File: src/rtl/serial_pattern_tx.sv
// Framed serializer: start bit, WIDTH data bits MSB-first, optional even parity, stop bit.
// Every output comes straight from a flop, so each one is computed from the next state.
module serial_pattern_tx #(
  parameter int WIDTH     = 8,
  parameter bit PARITY_EN = 1'b1,
  parameter bit IDLE_LVL  = 1'b0
) (
  input  logic             clk,
  input  logic             reset_n,
  input  logic [WIDTH-1:0] data_in,
  input  logic             load,
  output logic             ready,
  output logic             x,
  output logic             x_valid,
  output logic             busy,
  output logic             done
);

  localparam int CW = $clog2(WIDTH);

  // states: IDLE wait for load | START start bit | SHIFT data bits | PARITY parity bit | STOP stop bit
  typedef enum logic [2:0] {
    S_IDLE,
    S_START,
    S_SHIFT,
    S_PARITY,
    S_STOP
  } state_e;

  state_e           state_q, state_d;
  logic [WIDTH-1:0] shift_q, shift_d;
  logic [CW-1:0]    cnt_q, cnt_d;
  logic             par_q, par_d;
  logic             ready_q, ready_d;
  logic             x_q, x_d;
  logic             valid_q, valid_d;
  logic             done_q, done_d;

  always_comb begin
    state_d = state_q;
    shift_d = shift_q;
    cnt_d   = cnt_q;
    par_d   = par_q;
    case (state_q)
      S_IDLE: begin
        if (load) begin
          shift_d = data_in;
          par_d   = ^data_in;
          state_d = S_START;
        end
      end
      S_START: begin
        cnt_d   = CW'(WIDTH - 1);
        state_d = S_SHIFT;
      end
      S_SHIFT: begin
        shift_d = {shift_q[WIDTH-2:0], 1'b0};
        if (cnt_q == '0) begin
          state_d = PARITY_EN ? S_PARITY : S_STOP;
        end else begin
          cnt_d = cnt_q - 1'b1;
        end
      end
      S_PARITY: state_d = S_STOP;
      S_STOP:   state_d = S_IDLE;
      default:  state_d = S_IDLE;
    endcase
  end

  always_comb begin
    ready_d = 1'b0;
    x_d     = IDLE_LVL;
    valid_d = 1'b0;
    done_d  = 1'b0;
    case (state_d)
      S_IDLE: begin
        ready_d = 1'b1;
        done_d  = (state_q == S_STOP);
      end
      S_START: begin
        x_d     = 1'b1;
        valid_d = 1'b1;
      end
      S_SHIFT: begin
        x_d     = shift_d[WIDTH-1];
        valid_d = 1'b1;
      end
      S_PARITY: begin
        x_d     = par_d;
        valid_d = 1'b1;
      end
      S_STOP: begin
        x_d     = 1'b0;
        valid_d = 1'b1;
      end
      default: begin
        ready_d = 1'b1;
      end
    endcase
  end

  always_ff @(posedge clk) begin
    if (!reset_n) begin
      state_q <= S_IDLE;
      shift_q <= '0;
      cnt_q   <= '0;
      par_q   <= 1'b0;
      ready_q <= 1'b1;
      x_q     <= IDLE_LVL;
      valid_q <= 1'b0;
      done_q  <= 1'b0;
    end else begin
      state_q <= state_d;
      shift_q <= shift_d;
      cnt_q   <= cnt_d;
      par_q   <= par_d;
      ready_q <= ready_d;
      x_q     <= x_d;
      valid_q <= valid_d;
      done_q  <= done_d;
    end
  end

  assign ready   = ready_q;
  assign x       = x_q;
  assign x_valid = valid_q;
  assign busy    = valid_q;
  assign done    = done_q;

endmodule

File: config.mk
export PLATFORM = sky130hd
export DESIGN_NAME = serial_pattern_tx
export DESIGN_NICKNAME = d
export VERILOG_FILES = /design/src/rtl/serial_pattern_tx.sv
export SDC_FILE = /design/constraint.sdc
export NUM_CORES = 1
export LEC_CHECK = 0
export ABC_AREA = 1
export BUFFER_PORTS_ARGS = -buffer_cell sky130_fd_sc_hd__buf_2
export CAP_MARGIN = 10
export CORE_AREA = 8 8 57 59
export CTS_BUF_LIST = sky130_fd_sc_hd__clkbuf_8
export DETAILED_ROUTE_END_ITERATION = 6
export DIE_AREA = 0 0 65 67
export GPL_TIMING_DRIVEN = 0
export SLEW_MARGIN = 20
export SYNTH_ARGS = -nofsm -noshare
export SYNTH_HDL_FRONTEND = slang
export SYNTH_SLANG_ARGS = --single-unit
export TNS_END_PERCENT = 30
File: constraint.sdc
create_clock -name clk -period 2.3 [get_ports clk]
set_clock_uncertainty 0.05 [all_clocks]
set_input_delay 0.46 -clock clk [delete_from_list [all_inputs] [get_ports clk]]
set_output_delay 0.46 -clock clk [all_outputs]
set_load 0.005 [all_outputs]
After elaboration in Yosys (flattened, before gate mapping) --
Index checks and enable logic that the tools add are counted.
Word-level totals: register bits after elaboration 19, input port bits 11
Cells by class: $add $sub $neg 1, equal/unequal tests 10, muxes and demuxes 12, reductions and logical operators 10
Operators by type and width (count):
- one-hot mux 8 bit (2 select lines) | 1
- == test 3 x 2 -> 1 bit (second input constant) | 4
- one-hot mux 3 bit (4 select lines) | 1
- zero test 3 bit | 3
- two-way mux 3 bit | 3
- two-way mux 8 bit | 1
- parity 8 bit | 1
- == test 3 x 1 -> 1 bit (second input constant) | 2
- == test 3 bit (second input constant) | 2
- one-hot mux 3 bit (2 select lines) | 1
- AND reduction 2 bit | 3
- two-way mux 1 bit | 4
- != test 2 bit (second input constant) | 2
- nonzero test 2 bit | 2
- OR reduction 4 bit | 1
- one-hot mux 1 bit (3 select lines) | 1
- subtractor 3 x 1 -> 3 bit (second input constant) | 1

Depth between registers and ports, before layout --
Gate-level depths: netlist of the first run.
depth after elaboration 6, mapped depth 10, gate-level depth less buffers 10

Least setup slack after synthesis of the first run --
No wires, ideal clock.
kind register to register, start point register state_q[0], end point register par_q, library setup time 0.129 ns, arrival time 0.979 ns, path slack 1.142 ns, stages on the path, launching flop included 9, path buffers 0, cell sequence dfxtp_1 > nor2_4 > nand2_1 > inv_2 > nand2_4 > inv_4 > or2_1 > nand2_1 > nor2_1
On the way: longest elaborated chain between the ends 2
RTL lines:
- from (decl) | line 30 | state_e state_q, state_d;
- from (signal assigned) | line 113 | state_q <= state_d;
- zero test 3 bit | line 44 | case (state_q)
- two-way mux 1 bit | line 44
- to (signal assigned) | line 116 | par_q <= par_d;
- to (decl) | line 33 | logic par_q, par_d;
Every way passes these cells. A chain may end at the register's enable or synchronous reset.

Worst setup path after layout of the first run --
start point register valid_q (netlist: busy), end point output port x_valid
RTL lines:
- from (decl) | line 36 | logic valid_q, valid_d;
- from (signal assigned) | line 119 | valid_q <= valid_d;
- to (decl) | line 14 | output logic x_valid,
No word-level cell between the ends.

==> flow_metrics.env, run 1 <==
export IMPL_finalCriticalPeriod_ns=1.31
export IMPL_power_leakage_uw=0.000610
export IMPL_cts_resized=0
export IMPL_cap_violations=0
export IMPL_grt_max_degree=12
export IMPL_crit_path_max_fanout=2
export IMPL_avgSynthCellArea_sq_um=6.83
export IMPL_startpoint_type="flip-flop"
export IMPL_gp_congestion=0.774
export IMPL_register_area_sq_um=380
export IMPL_post_drt_wl_per_cell_um=10.1
export IMPL_yosysTopAreaCell="dfxtp_1"
export IMPL_hp_class="reg -> reg"
export IMPL_grt_pass1_wl_um=3590
export IMPL_critPathKind="reg -> out"
export IMPL_total_power_uw=824
export IMPL_cts_tree="done"
export IMPL_setup_tns_ns=0
export IMPL_required_ns=1.79
export IMPL_drc=0
export IMPL_synth_edf_count=0
export IMPL_synth_seq_cells=19
export IMPL_numCtsBuffers=3
export IMPL_postRouteAntennaNets=0
export IMPL_synth_common_cells="nand2_1 (49), inv_1 (21), dfxtp_1 (19), nor2_1 (12), a21oi_1 (11)"
export IMPL_viasPerCell=4.63
export IMPL_netlist_area_sq_um=1000
export IMPL_final_hold_viol_count=0
export IMPL_seq_area_frac_synth_pct=37.9
export IMPL_die_height_um=67
export IMPL_whs_ns=0.412
export IMPL_synth_fp_nets=160
export IMPL_pin_count=16
export IMPL_synth_async_reset_ratio_pct=0
export IMPL_cts_hold_buffers=0
export IMPL_cp_arrival_ns=0.80
export IMPL_post_route_period_util_pct=56.9
export IMPL_synth_cell_types=27
export IMPL_clk_pin_slew_worst_paths_ns=0.07
export IMPL_drt_first_pass_iters=4
export IMPL_layout_drive_gt1_share_pct=19.9
export IMPL_cts_num_sinks=19
export IMPL_cts_root_buf="clkbuf_8"
export IMPL_fin_nets=180
export IMPL_max_freq_mhz=764
export IMPL_clock_latency_ns=0.25
export IMPL_multi_input_area_sq_um=508
export IMPL_worstMarginPinSlew_ns=0.453
export IMPL_cp_end_kind="output pin"
export IMPL_worst_ir_drop_vdd_mv=0.367
export IMPL_status="complete, no violations"
export IMPL_max_slew_margin_pct=69.8
export IMPL_first_global_vias=906
export IMPL_synth_most_common_cell="nand2_1"
export IMPL_drt_wl_total_um=1980
export IMPL_dr_first_iter_drc_count=17
export IMPL_core_region_area_sq_um=2360
export IMPL_setup_violations=0
export IMPL_ys_warn_count=0
export IMPL_rows=18
export IMPL_cts_setup_buffers=0
export IMPL_area_growth_pct=15.8
export IMPL_nFillCells=253
export IMPL_rsz0062_at_grt="false"
export IMPL_htreeDepth=1
export IMPL_powerDensity_nw_per_um2=708
export IMPL_cp_slowest_cell="dfxtp_1"
export IMPL_max_stage_delay_ns=0.31
export IMPL_cts_buffer_depth=2
export IMPL_dieArea_sq_um=4360
export IMPL_antenna_found_initial=0
export IMPL_ys_flop_type="dfxtp_1"
export IMPL_path_cells="buf_4 > buf_2"
export IMPL_grt_usage_pct=10.3
export IMPL_vias=907
export IMPL_start_util_pct=42.5
export IMPL_synth_area_top_cells="dfxtp_1 (38%), nand2_1 (18%), inv_1 (7.8%)"
export IMPL_dp_hpwl_um=1610
export IMPL_antenna_cells=0
export IMPL_syn_inst=147
export IMPL_reg2reg_slack_ns=1.02
export IMPL_grt_overflow_total=0
export IMPL_fp_dieW_um=65
export IMPL_port_buffers=15
export IMPL_yosysTopAreaCellShare_pct=37.9
export IMPL_slew_viol_final=0
-- where the power goes --
part	switching (uW)	internal, uW
Combinational	130	80.6
Clock	108	120
Sequential	21.4	363
-- cells in the final DEF (no fill, tap or decap), types with 2 or more instances in the layout --
cell type  count
a21oi_1       11
nor2_1        12
ha_1           2
buf_2         15
dfxtp_1       19
nand2_4        2
inv_2          3
inv_1         21
nand2_1       49
clkbuf_8       3
nand3_1        3
nor4_1         2
o21ai_0        7
-- layout make-up --
class | count | area share [%]
Clock inverter | 1 | 0.430
Clock buffer | 3 | 3.55
Timing Repair Buffer | 15 | 6.45
Multi-Input combinational cell | 100 | 43.7
Tap cell | 30 | 3.23
Inverter | 26 | 9.03
Buffer | 2 | 0.968
Sequential cell | 19 | 32.7
-- per-stage QoR --
stage / cells / setup slack, ns / util (%) / instance area [sq um]
after global routing: 196 / 0.895 / 49.2 / 1160
after CTS: 196 / 0.982 / 49.2 / 1160
after detailed placement: 192 / 0.883 / 47.2 / 1120
after global placement: 192 / 0.914 / 47.2 / 1120
final: 196 / 0.991 / 49.2 / 1160
after floorplan: 147 / 1.14 / - / 1000
-- path summary, 6_finish.rpt --
path	from	to	cells after the start
setup / recovery	busy	x_valid	2
hold / removal	shift_q[0]	shift_q[0]	2
setup reg to reg	state_q[1]	par_q	8
hold reg to reg	shift_q[0]	shift_q[0]	2
-- kinds of logic (layout without fill, tap and decap cells) --
| logic type | after synthesis | after routing | synth area share (%) |
|---|---|---|---|
| and+or+nand+nor | 74 | 74 | 33.7 |
| buffers and inverters | 28 | 47 | 11.6 |
| AOI/OAI and AO/OA | 22 | 22 | 12.6 |
| DFF | 19 | 19 | 37.9 |
| adders and majority gates | 2 | 2 | 2.49 |
| xor gates and xnor gates | 2 | 2 | 1.74 |
-- state kept, by name, summed over array words and instances (netlist names) --
name / flops
shift_q: 8
cnt_q: 3
state_q: 3
busy: 1
done: 1
par_q: 1
ready: 1
x: 1
-- worst max-delay path, delay by kind of cell (launching register included) --
kind / cells / cell delay (ns)
DFF: 1 / 0.31
buffers and inverters: 2 / 0.23
-- routing by layer --
metal / up-vias / global-route usage, % / share of wire (%)
met5: - / 0 / 0
met4: 0 / 4.09 / 1.4
met3: 4 / 3.52 / 5.1
met2: 15 / 18.4 / 49
met1: 399 / 10.9 / 44
li1: 489 / - / -
(Power assumes the default switching activity.)
==> inputs of run 2 (changes only) <==
--- a/config.mk
+++ b/config.mk
@@ -13,6 +13,7 @@
 export DETAILED_ROUTE_END_ITERATION = 6
 export DIE_AREA = 0 0 65 67
 export GPL_TIMING_DRIVEN = 0
+export PLACE_DENSITY = 0.65
 export SLEW_MARGIN = 20
 export SYNTH_ARGS = -nofsm -noshare
 export SYNTH_HDL_FRONTEND = slang
==> constraint.sdc (replaced) <==
create_clock -name clk -period 1.1 [get_ports clk]
set_clock_uncertainty 0.05 [all_clocks]
set_input_delay 0.22 -clock clk [delete_from_list [all_inputs] [get_ports clk]]
set_output_delay 0.22 -clock clk [all_outputs]
set_load 0.005 [all_outputs]
==> run 2 against run 1 <==
Compared with the run above:
- the flow now finishes with violations (setup timing)
- wire length is 12% higher
- final area is 10% higher
- global-route usage is 0.67 points higher
- non-clock buffer count is 7 higher
- clock-buffer cell count stayed put
- power is 120% higher
- utilization is 5.0 points higher
- via count is 8.0% higher
==> flow_metrics.env, run 2 (synthesized netlist as in run 1, its figures left out) <==
export IMPL_cts_buffer_depth=2
export IMPL_startpoint_type="flip-flop"
export IMPL_layout_drive_gt1_share_pct=31.6
export IMPL_htreeDepth=1
export IMPL_antenna_cells=0
export IMPL_wl_met3_um=101
export IMPL_final_hold_viol_count=0
export IMPL_grt_overflow_total=0
export IMPL_numCtsBuffers=3
export IMPL_grt_max_degree=11
export IMPL_cts_tree="done"
export IMPL_start_util_pct=42.5
export IMPL_worstMarginPinSlew_ns=0.430
export IMPL_highest_layer="met4"
export IMPL_setup_violations=13
export IMPL_clock_latency_ns=0.25
export IMPL_internal_power_uw=1240
export IMPL_comb_power_share_pct=30.2
export IMPL_drt_first_pass_iters=4
export IMPL_critPathKind="reg -> reg"
export IMPL_rsz0062_at_grt="true"
export IMPL_clk_pin_slew_worst_paths_ns=0.07
export IMPL_first_global_vias=971
export IMPL_max_stage_delay_ns=0.37
export IMPL_slew_viol_final=0
export IMPL_path_cells="nor2_4 > nand2_1 > inv_2 > nand2_4 > inv_6 > nor2_8 > a21oi_2 > nor2_1"
export IMPL_cts_num_sinks=19
export IMPL_layoutNonFillerInstCount=204
export IMPL_gp_congestion=0.798
export IMPL_post_route_period_util_pct=111
export IMPL_pin_count=16
export IMPL_die_height_um=67
export IMPL_dieArea_sq_um=4360
export IMPL_port_buffers=15
export IMPL_fin_nets=188
export IMPL_routedLengthMet1_um=938
export IMPL_status="finished, violations left"
export IMPL_vias=980
export IMPL_crit_family="simple AND/OR/NAND/NOR gates"
export IMPL_met2_wirelength_um=1140
export IMPL_largest_register="shift_q"
export IMPL_area_growth_pct=27.5
export IMPL_netSwitchingPower_uw=585
export IMPL_cp_slowest_cell="dfxtp_4"
export IMPL_cp_end_kind="flip-flop"
export IMPL_fin_util_pct=54.2
export IMPL_cts_root_buf="clkbuf_8"
export IMPL_cap_violations=0
export IMPL_violations="setup timing"
export IMPL_cp_num_buf_inv=2
export IMPL_total_power_uw=1820
export IMPL_viasPerCell=4.80
export IMPL_p_seq_share_pct=44.6
export IMPL_required_ns=1.17
export IMPL_max_slew_margin_pct=71.3
export IMPL_dr_first_iter_drc_count=14
export IMPL_rows=18
export IMPL_final_common_cell="nand2_1"
export IMPL_power_leakage_uw=0.000663
export IMPL_dp_hpwl_um=1670
export IMPL_final_area_sq_um=1280
export IMPL_hp_class="in -> reg"
export IMPL_cp_arrival_ns=1.30
export IMPL_nFillCells=238
export IMPL_postRouteAntennaNets=0
export IMPL_worst_ir_drop_vdd_mv=0.952
export IMPL_max_freq_mhz=816
export IMPL_top_regs="shift_q: 8 flops, cnt_q: 3 flops, state_q: 3 flops"
export IMPL_powerDensity_nw_per_um2=1420
export IMPL_switching_share_pct=32.1
export IMPL_largest_reg_flops=8
export IMPL_clkPwrFrac_pct=25.3
export IMPL_antenna_found_initial=0
export IMPL_layout_common_cells="nand2_1 (48), inv_1 (19), dfxtp_1 (16)"
export IMPL_place_area_sq_um=1150
export IMPL_core_region_area_sq_um=2360
export IMPL_grt_pass1_wl_um=3800
export IMPL_post_drt_wl_per_cell_um=10.9
export IMPL_dpl_cell_count=192
export IMPL_fp_dieW_um=65
export IMPL_cts_hold_buffers=0
export IMPL_drc=0
export IMPL_crit_path_max_fanout=7
export IMPL_finalCriticalPeriod_ns=1.23
export IMPL_drt_wl_total_um=2220
export IMPL_grt_usage_pct=11.0
export IMPL_setup_slack_ns=-0.126
==> run 2: path summary, 6_finish.rpt <==
check / from / end / slack (ns) / cells past startpoint
setup / recovery: state_q[2] / shift_q[4] / -0.13 / 8
hold / removal: reset_n / x / 0.19 / 3
setup reg to reg: state_q[2] / shift_q[4] / -0.13 / 8
hold reg to reg: state_q[2] / state_q[2] / 0.43 / 1
==> run 2: worst reg2reg max path: stages (launching register included) <==
cell	delay (ns)
dfxtp_4	0.37
nor2_4	0.13
nand2_1	0.08
inv_2	0.08
nand2_4	0.08
inv_6	0.10
nor2_8	0.06
a21oi_2	0.11
nor2_1	0.05
==> run 2: what timing repair did <==
action | CTS | global route
setup endpoints to repair | 13 | 14
resized for setup | 11 | 2
cloned | 1 | 0
buffers inserted | 6 | 1
pin swaps | 7 | 1
==> run 2: metrics by stage <==
stage	TNS [ns]	hold WS, ns	setup slack [ns]
floorplan	-0.0672	0.258	-0.0127
global placement	-0.988	0.398	-0.105
detailed placement	-1.46	0.417	-0.142
CTS	-1.11	0.187	-0.125
global route	-1.99	0.202	-0.196
finish	-1.16	0.192	-0.126
==> run 2: area by class of cell <==
cell class                 instances  area, sq um  area share, %
clock buffer                       3         41.3           3.22
timing repair inverter             1         3.75          0.293
inverter                          26          110           8.59
clock inverter                     1         3.75          0.293
multi-input combinational        100          554           43.3
sequential                        19          392           30.6
timing repair buffer              22          128           9.96
tap                               30         37.5           2.93
buffer                             2         11.3          0.879
==> run 2: routing by layer <==
layer	GRT usage [%]	up-vias
li1	-	512
met1	10.7	443
met2	20.9	21
met3	2.35	4
met4	6.27	0
met5	0	-
==> run 2: power groups by stage <==
stage          Combinational (uW)  Clock, uW  Sequential (uW)
2_1_floorplan                 366          0              820
5_1_grt                       616        511              819
3_5_place_dp                  478          0              827
4_1_cts                       542        475              810
3_3_place_gp                  461          0              823
6_report                      549        460              811
==> inputs of run 3 (changes only) <==
--- a/config.mk
+++ b/config.mk
@@ -5,15 +5,13 @@
 export SDC_FILE = /design/constraint.sdc
 export NUM_CORES = 1
 export LEC_CHECK = 0
-export ABC_AREA = 1
 export BUFFER_PORTS_ARGS = -buffer_cell sky130_fd_sc_hd__buf_2
 export CAP_MARGIN = 10
-export CORE_AREA = 8 8 57 59
+export CORE_AREA = 8 8 58 60
 export CTS_BUF_LIST = sky130_fd_sc_hd__clkbuf_8
 export DETAILED_ROUTE_END_ITERATION = 6
-export DIE_AREA = 0 0 65 67
+export DIE_AREA = 0 0 66 68
 export GPL_TIMING_DRIVEN = 0
-export PLACE_DENSITY = 0.65
 export SLEW_MARGIN = 20
 export SYNTH_ARGS = -nofsm -noshare
 export SYNTH_HDL_FRONTEND = slang
==> run 3 against run 2 <==
Compared with the run above:
- the flow still finishes with violations (setup timing)
- die area up 3.1%
- sequential cell count unchanged
- synthesized cell count down 35%
- sequential share of layout area up 0.89 points
- final cell count down 24%
- power up 12%
- largest cell class unchanged
==> flow_metrics.env, run 3 <==
export IMPL_first_global_vias=782
export IMPL_cpMostUsedCell="a22o_1"
export IMPL_required_ns=1.19
export IMPL_rows=19
export IMPL_clk_pin_slew_worst_paths_ns=0.07
export IMPL_dr_first_iter_drc_count=38
export IMPL_highest_layer="met4"
export IMPL_largest_reg_flops=8
export IMPL_worstMarginPinSlew_ns=0.482
export IMPL_critPathKind="reg -> reg"
export IMPL_met2_wirelength_um=1070
export IMPL_final_hold_viol_count=0
export IMPL_yosysTopAreaCell="dfxtp_1"
export IMPL_port_buffers=15
export IMPL_gp_congestion=0.791
export IMPL_largest_register="shift_q"
export IMPL_synth_most_common_cell="dfxtp_1"
export IMPL_violations="setup timing"
export IMPL_final_common_cell="buf_2"
export IMPL_cts_hold_buffers=0
export IMPL_avgSynthCellArea_sq_um=9.92
export IMPL_dieArea_sq_um=4490
export IMPL_slew_viol_final=0
export IMPL_hp_class="in -> reg"
export IMPL_max_freq_mhz=667
export IMPL_ys_flop_type="dfxtp_1"
export IMPL_wl_met3_um=109
export IMPL_max_stage_delay_ns=0.32
export IMPL_post_route_period_util_pct=136
export IMPL_htreeDepth=1
export IMPL_routedLengthMet1_um=874
export IMPL_grt_overflow_total=0
export IMPL_cts_tree="done"
export IMPL_cts_num_sinks=19
export IMPL_worst_ir_drop_vdd_mv=1.40
export IMPL_finalCriticalPeriod_ns=1.50
export IMPL_vias=783
export IMPL_drt_first_pass_iters=4
export IMPL_synth_edf_count=0
export IMPL_syn_inst=95
export IMPL_power_leakage_uw=0.000515
export IMPL_die_height_um=68
export IMPL_numCtsBuffers=3
export IMPL_max_slew_margin_pct=67.8
export IMPL_netlist_area_sq_um=942
export IMPL_synth_area_top_cells="dfxtp_1 (40%), xnor2_1 (7.4%), a22oi_1 (5.6%)"
export IMPL_pin_count=16
export IMPL_grt_max_degree=11
export IMPL_core_region_area_sq_um=2570
export IMPL_internal_power_uw=1440
export IMPL_drc=0
export IMPL_cts_root_buf="clkbuf_8"
export IMPL_path_cells="inv_2 > ha_4 > nor2b_4 > mux2_4 > a22o_1 > a22o_1"
export IMPL_cp_slowest_cell="dfxtp_2"
export IMPL_area_growth_pct=30.0
export IMPL_cts_buffer_depth=2
export IMPL_ys_warn_count=0
export IMPL_clkPwrFrac_pct=22.6
export IMPL_viasPerCell=5.02
export IMPL_post_drt_wl_per_cell_um=13.3
export IMPL_switching_share_pct=29.4
export IMPL_startpoint_type="flip-flop"
export IMPL_antenna_cells=0
export IMPL_cp_arrival_ns=1.59
export IMPL_yosysTopAreaCellShare_pct=40.4
export IMPL_postRouteAntennaNets=0
export IMPL_layout_drive_gt1_share_pct=42.4
export IMPL_dp_hpwl_um=1400
export IMPL_netSwitchingPower_uw=600
export IMPL_rsz0062_at_grt="true"
export IMPL_setup_violations=14
export IMPL_synth_common_cells="dfxtp_1 (19), nand2_1 (9), xnor2_1 (8), a22oi_1 (7), a21boi_1 (6)"
export IMPL_fp_dieW_um=66
export IMPL_cp_end_kind="flip-flop"
export IMPL_layout_common_cells="buf_2 (16), dfxtp_1 (15), buf_4 (12)"
export IMPL_antenna_found_initial=0
export IMPL_start_util_pct=36.7
export IMPL_worstHoldPathCells=3
export IMPL_fin_nets=139
export IMPL_seq_area_frac_synth_pct=40.4
export IMPL_synth_seq_cells=19
export IMPL_whs_ns=0.223
export IMPL_synth_fp_nets=108
export IMPL_synth_async_reset_ratio_pct=0
export IMPL_clock_latency_ns=0.25
export IMPL_top_regs="shift_q: 8 flops, cnt_q: 3 flops, state_q: 3 flops"
export IMPL_powerDensity_nw_per_um2=1670
export IMPL_comb_power_share_pct=35.7
export IMPL_p_seq_share_pct=41.7
export IMPL_setup_tns_ns=-2.88
export IMPL_synth_cell_types=33
export IMPL_status="finished, violations left"
export IMPL_grt_pass1_wl_um=3420
export IMPL_r2r_cells=6
export IMPL_setup_slack_ns=-0.399
export IMPL_crit_path_max_fanout=2
export IMPL_cap_violations=0
export IMPL_drt_wl_total_um=2070
export IMPL_grt_usage_pct=9.85
-- run 3: changes by cell type in the layout (fill, tap and decap cells not counted), moves of 5 or more --
cell,before,now
nor2_1,12,3
inv_2,7,2
a21oi_2,8,0
nand2_1,48,9
xnor2_1,1,8
inv_1,19,2
a21boi_1,0,6
-- run 3: layer usage --
layer,GRT usage [%],vias up
met1,10.3,379
met4,2.93,0
met3,3.76,2
met5,0,-
met2,18.0,15
li1,-,387
-- run 3: layout make-up --
class	instances	area [sq um]
timing repair buffer	27	166
buffer	5	48.8
inverter	3	11.3
sequential	19	385
clock buffer	3	41.3
tap	31	38.8
fill	261	1340
multi-input combinational	67	529
clock inverter	1	3.75
-- run 3: per-stage QoR --
| step | total power (uW) | util [%] | std cells | worst slack [ns] | area (sq um) |
|---|---|---|---|---|---|
| final | 2040 | 47.7 | 156 | -0.399 | 1220 |
| after global routing | 2180 | 47.7 | 156 | -0.455 | 1220 |
| after CTS | 2050 | 47.4 | 155 | -0.409 | 1220 |
| after detailed placement | 1460 | 42.2 | 141 | -0.450 | 1080 |
| after global placement | 1450 | 42.2 | 141 | -0.426 | 1080 |
| after floorplan | 1330 | - | 95 | -0.385 | 970 |
-- run 3: kinds of logic (layout without fill, tap and decap cells) --
| group | count (synthesis) | in the layout | synth area share [%] |
|---|---|---|---|
| adder cells (fa/ha/maj) | 2 | 2 | 2.66 |
| multiplexers | 1 | 1 | 1.20 |
| buffers and inverters | 9 | 39 | 7.57 |
| flip-flops | 19 | 19 | 40.4 |
| AO/OA/AOI/OAI | 23 | 23 | 17.8 |
| AND/OR/NAND/NOR | 33 | 33 | 23.0 |
| XOR/XNOR | 8 | 8 | 7.44 |
-- run 3: final timing paths --
path | startpoint | endpoint | slack, ns
setup reg to reg | cnt_q[1] | x | -0.40
hold reg to reg | shift_q[3] | shift_q[3] | 0.41
hold / removal | data_in[2] | shift_q[2] | 0.22
setup / recovery | cnt_q[1] | x | -0.40
-- run 3: repair_timing --
item                                    in CTS  in global routing
buffers inserted                             9                  2
gates resized for setup                      4                  1
endpoints found under the setup margin      14                 14
gates cloned                                 1                  0
pin swaps                                   11                  6
-- run 3: power by group through the flow --
stage	sequential (uW)	combinational (uW)	clock (uW)
after floorplan	846	484	0
after global placement	850	597	0
after detailed placement	854	610	0
after CTS	839	734	480
after global routing	863	800	516
final	852	728	462
-- run 3: worst max-delay path: cells and delay by family (launching register included) --
family | cells | cell delay (ns)
and+or+nand+nor | 1 | 0.15
AOI/OAI and AO/OA | 2 | 0.37
buffers and inverters | 1 | 0.07
muxes | 1 | 0.30
DFF | 1 | 0.32
adders and majority gates | 1 | 0.13
